File: config.mk
export PLATFORM = sky130hd
export DESIGN_NAME = npc_pipe
export DESIGN_NICKNAME = d
export VERILOG_FILES = /design/src/rtl/npc_pipe.sv
export SDC_FILE = /design/constraint.sdc
export NUM_CORES = 1
export LEC_CHECK = 0
export CORE_MARGIN = 2
export CORE_UTILIZATION = 49
export CTS_CLUSTER_SIZE = 10
export DETAILED_ROUTE_END_ITERATION = 6
export PLACE_DENSITY = 0.89
export SLEW_MARGIN = 20
export SYNTH_ARGS = -nofsm -noshare
export SYNTH_HDL_FRONTEND = slang
export SYNTH_SLANG_ARGS = --single-unit
File: constraint.sdc
create_clock -name clk -period 3.3 [get_ports clk]
set_input_delay 0.33 -clock clk [delete_from_list [all_inputs] [get_ports clk]]
set_output_delay 0.33 -clock clk [all_outputs]
set_load 0.03 [all_outputs]
File: src/rtl/npc_pipe.sv
// Next-PC unit: owns the PC register, picks seq/branch/jump/jump-reg targets and
// parks a redirect that resolves during a fetch stall. Define PC_EXC_EN to add exception entry/return.
module npc_pipe #(
  parameter int          WIDTH       = 32,
  parameter logic [31:0] RESET_PC    = 32'h0000_3000,
  parameter int          IMM_W       = 16,
  parameter int          JIDX_W      = 26,
  parameter bit          BR_BASE_PC4 = 1'b0,
  parameter logic [31:0] EXC_VEC     = 32'h0000_4180
) (
  input  logic              clk,
  input  logic              reset,
  input  logic              stall,
  input  logic [1:0]        pc_sel,
  input  logic              br_cond,
  input  logic [JIDX_W-1:0] imm,
  input  logic [WIDTH-1:0]  gpr,
`ifdef PC_EXC_EN
  input  logic              exc_req,
  input  logic              eret,
  output logic [WIDTH-1:0]  epc,
`endif
  output logic [WIDTH-1:0]  pc,
  output logic [WIDTH-1:0]  pc_4,
  output logic [WIDTH-1:0]  npc,
  output logic              pend
);

  typedef enum logic [1:0] {
    SEL_SEQ = 2'b00,
    SEL_BR  = 2'b01,
    SEL_JMP = 2'b10,
    SEL_JR  = 2'b11
  } sel_e;

  logic [WIDTH-1:0] pend_tgt;
  logic [WIDTH-1:0] br_base, br_off, br_tgt, jmp_tgt, jr_tgt;
  logic [25:0]      jidx;
  logic             redir;

  assign pc_4    = pc + WIDTH'(4);
  assign br_base = BR_BASE_PC4 ? pc_4 : pc;
  assign br_off  = {{(WIDTH-IMM_W-2){imm[IMM_W-1]}}, imm[IMM_W-1:0], 2'b00};
  assign br_tgt  = br_base + br_off;
  assign jidx    = 26'(imm);
  assign jmp_tgt = {pc_4[WIDTH-1:28], jidx, 2'b00};
  // Register jumps are word aligned regardless of what the GPR holds.
  assign jr_tgt  = gpr & ~WIDTH'(3);

  always_comb begin
    redir = 1'b0;
    npc   = pc_4;
    case (sel_e'(pc_sel))
      SEL_BR:  if (br_cond) begin redir = 1'b1; npc = br_tgt; end
      SEL_JMP: begin redir = 1'b1; npc = jmp_tgt; end
      SEL_JR:  begin redir = 1'b1; npc = jr_tgt; end
      default: ;
    endcase
  end

  always_ff @(posedge clk) begin
    if (reset) begin
      pc       <= WIDTH'(RESET_PC);
      pend     <= 1'b0;
      pend_tgt <= '0;
`ifdef PC_EXC_EN
      epc      <= '0;
    end else if (exc_req) begin
      epc  <= pc;
      pc   <= WIDTH'(EXC_VEC);
      pend <= 1'b0;
    end else if (eret) begin
      pc   <= epc;
      pend <= 1'b0;
`endif
    end else if (stall) begin
      // Only the first redirect seen while stalled is kept.
      if (!pend && redir) begin
        pend     <= 1'b1;
        pend_tgt <= npc;
      end
    end else if (pend) begin
      pc   <= pend_tgt;
      pend <= 1'b0;
    end else begin
      pc <= npc;
    end
  end

endmodule

==> results.md <==
* Layout area overhead at 61.1%
* Hold path cells at 2
* Worst-path clk slew at 0.05 ns
* Inst Count DP at 1182
* Post-route DRC violation count at 3
* Outcome: complete, but fails checks
* Clk Tree Root Cell: clkbuf_16
* Failing checks: DRC, setup timing
* Clock latency at the later pin of the worst-skew pair at 0.33 ns
* Fmax at 298 MHz
* Syn Nets at 886
* Fillers at 760
* Layout Cells excl Fill at 1218
* Die Ht at 112 um
* EDFF count, synth at 0
* Layout cell share with drive strength beyond 1 at 0.274
* I/O pin cnt at 161
* Synth unique cells at 70
* First-pass GRT wire length at 39300 um
* Synth area leaders: dfxtp_1 23%, nand2_1 7.7%, a21oi_1 6.6%
* Worst setup margin at -0.0590 ns
* Measured slew at the worst slew-check pin at 0.968 ns
* Post-DP HPWL at 19200 um
* Initial core utilization at 0.501
* CTS sink count at 65
* FF/Latch Area at 1330 um^2
* P_sw at 1.37 mW
* Crit path capture type: primary output
* Fin. Hold Viols at 0
* Total Routing Usage GR at 0.396
* DR iter-0 viols at 1239
* Clock Tree Buf Depth at 2
* WL final at 26900 um
* Congestion Overflow GR at 0
* Routed Antenna Nets at 0
* Post-Syn Area at 5720 um^2
* Sequential share of power at 0.259
* Hold_buf cts at 0
* Max H-tree Level at 3
* Pin count of the biggest net entering global routing at 50
* Total power at 3.53 mW
* Slew Viols, Final at 0
* Commonest cells post-synth: 117 x nand2_1, 76 x a21oi_1, 65 x dfxtp_1
* Predominant post-synthesis flop cell: dfxtp_1
* CTS tree: yes
* Leading area contributor after synthesis: dfxtp_1
* Comb pwr share at 0.494
* Ant diodes at 0
* Worst EP required at 2.97 ns
* Max IR drop VDD at 0.000658 V
* Mapped Cells at 791
* Vias post-DR at 7805
* Num CTS Buffers at 9
* WL/cell at 22.1 um
* Fin crit period at 3.36 ns
* Slew HR at 0.355
* Clock network fraction of total power at 0.247
* Syn_area_per_cell at 7.24 um^2
* Endpoints failing setup at 6
* Worst Setup Start Kind: flop
* Pwr Density at 383 nW/um^2
* Tcrit/Tclk final at 1.02
* CP max FO at 5
* Vias in the first global route at 7040
* P_leak at 4.05 nW
* Sw Ratio at 0.387
* Num rows at 39
* Max-cap violations at 0
* Layout net count at 1165
* Die X at 112 um
* Worst EP arrival at 3.03 ns
* Antenna violations before repair at 0
* Die Footprint at 12600 um^2
* # port buffers at 158
* Internal at 2.17 mW
* Synth warn at 0
* Multi-input gate area at 4480 um^2
* GP Congestion at 1.05
* Async set-or-reset flop fraction in the synthesized netlist at 0
* Hold Path Class: reg2reg
* Seq cells post-synth at 65
* Worst reg-to-reg path cell count at 13
* Yosys top cell area share at 0.227
* Core ar. at 11400 um^2
* DR vias/cell at 6.41
* RSZ-0062 raised after global routing: true
* Drt pass-1 iters at 7
* Setup CP Type: reg2out
* Count leader, synth: nand2_1
* Clk_skew at 0.00492 ns
* Sequential area share after synthesis at 0.227
-- metal layers --
layer  share of wire  vias up  GRT usage
li1                -     3429          -
met1            0.39     3642      0.566
met2            0.44      629      0.593
met3            0.14      105     0.0923
met4           0.035        0      0.122
met5               0        -          0
-- layout by cell type (no fill, tap or decap), drive strengths merged, types with 5 or more instances in the layout --
cell type	Yosys	layout
o211ai	5	5
xnor2	33	33
dlymetal6s2s	0	7
a31oi	8	8
a21o	11	11
dlygate4sd2	0	14
inv	33	33
nand2	117	117
buf	10	190
nor2b	5	5
mux2i	22	22
clkbuf	39	13
nor2	63	63
and2	6	6
dfxtp	65	65
xor2	14	14
nor4	5	5
o21a	5	5
o221ai	7	7
and3	14	14
mux2	8	8
a221oi	8	8
clkdlybuf4s50	0	106
nand3	25	25
nand2b	14	14
nand4	12	12
o21ai	52	52
nor3	14	14
o2111ai	5	5
ha	30	30
and4	7	7
a211oi	20	20
a21oi	77	77
o22ai	10	10
-- timing repair --
item | CTS | global route
gates resized for setup | 75 | 40
setup endpoints to repair | 21 | 28
setup buffers | 9 | 12
pin swaps | 35 | 27
-- worst max-delay path, stage by stage (launching register included) --
cell and delay [ns]:
dfxtp_4 0.39, ha_4 0.22, buf_6 0.13, a21oi_4 0.12, o21ai_2 0.09, buf_6 0.13, a221oi_4 0.32, nor3_2 0.08
or3_4 0.42, a22o_1 0.22, a211oi_2 0.26, buf_4 0.20, buf_12 0.11
-- flip-flops by register name (all words and copies together) (netlist names) --
signal,count
pc,32
pend_tgt,32
pend,1
-- final cells by class --
cell class / count / share of cell area
clock inverters: 3 / 0.00163
flip-flops and latches: 65 / 0.144
well taps: 143 / 0.0194
inverters: 33 / 0.0134
multi-input cells: 644 / 0.486
repair buffers: 317 / 0.308
clock buffers: 13 / 0.0282
-- kinds of logic after synthesis --
group                      synth area share
AOI/OAI and AO/OA                     0.279
xor gates and xnor gates             0.0719
adders and majority gates            0.0691
buffers and inverters                0.0562
DFF                                   0.227
muxes                                0.0542
and+or+nand+nor                       0.242
-- through the flow --
| stage | TNS, ns | cell area, um^2 | utilization | worst slack, ns | hold WS, ns |
|---|---|---|---|---|---|
| final | -0.208 | 9220 | 0.808 | -0.0590 | 0.455 |
| after global routing | -1.24 | 9220 | 0.808 | -0.167 | 0.479 |
| after CTS | -0.0363 | 8990 | 0.788 | -0.0151 | 0.455 |
| after detailed placement | -8.95 | 8380 | 0.734 | -0.425 | 0.443 |
| after global placement | -7.67 | 8380 | 0.734 | -0.382 | 0.436 |
| after floorplan | 0 | 5740 | - | 0.105 | 0.431 |
-- final timing paths --
kind / start / end / slack, ns
worst max-delay path: pc[10] / npc[23] / -0.06
worst min register to register: pend_tgt[3] / pend_tgt[3] / 0.46
worst min-delay path: pend_tgt[3] / pend_tgt[3] / 0.46
worst max register to register: pc[2] / pc[24] / 0.14
-- power by group through the flow --
stage	Combinational [mW]	Sequential (mW)	Clock, mW
6_report	1.74	0.916	0.873
5_1_grt	1.83	0.917	0.906
4_1_cts	1.63	0.908	0.874
3_5_place_dp	1.55	0.915	0
3_3_place_gp	1.53	0.912	0
2_1_floorplan	0.751	0.968	0
Note: power is estimated with default switching activity, not from simulation.
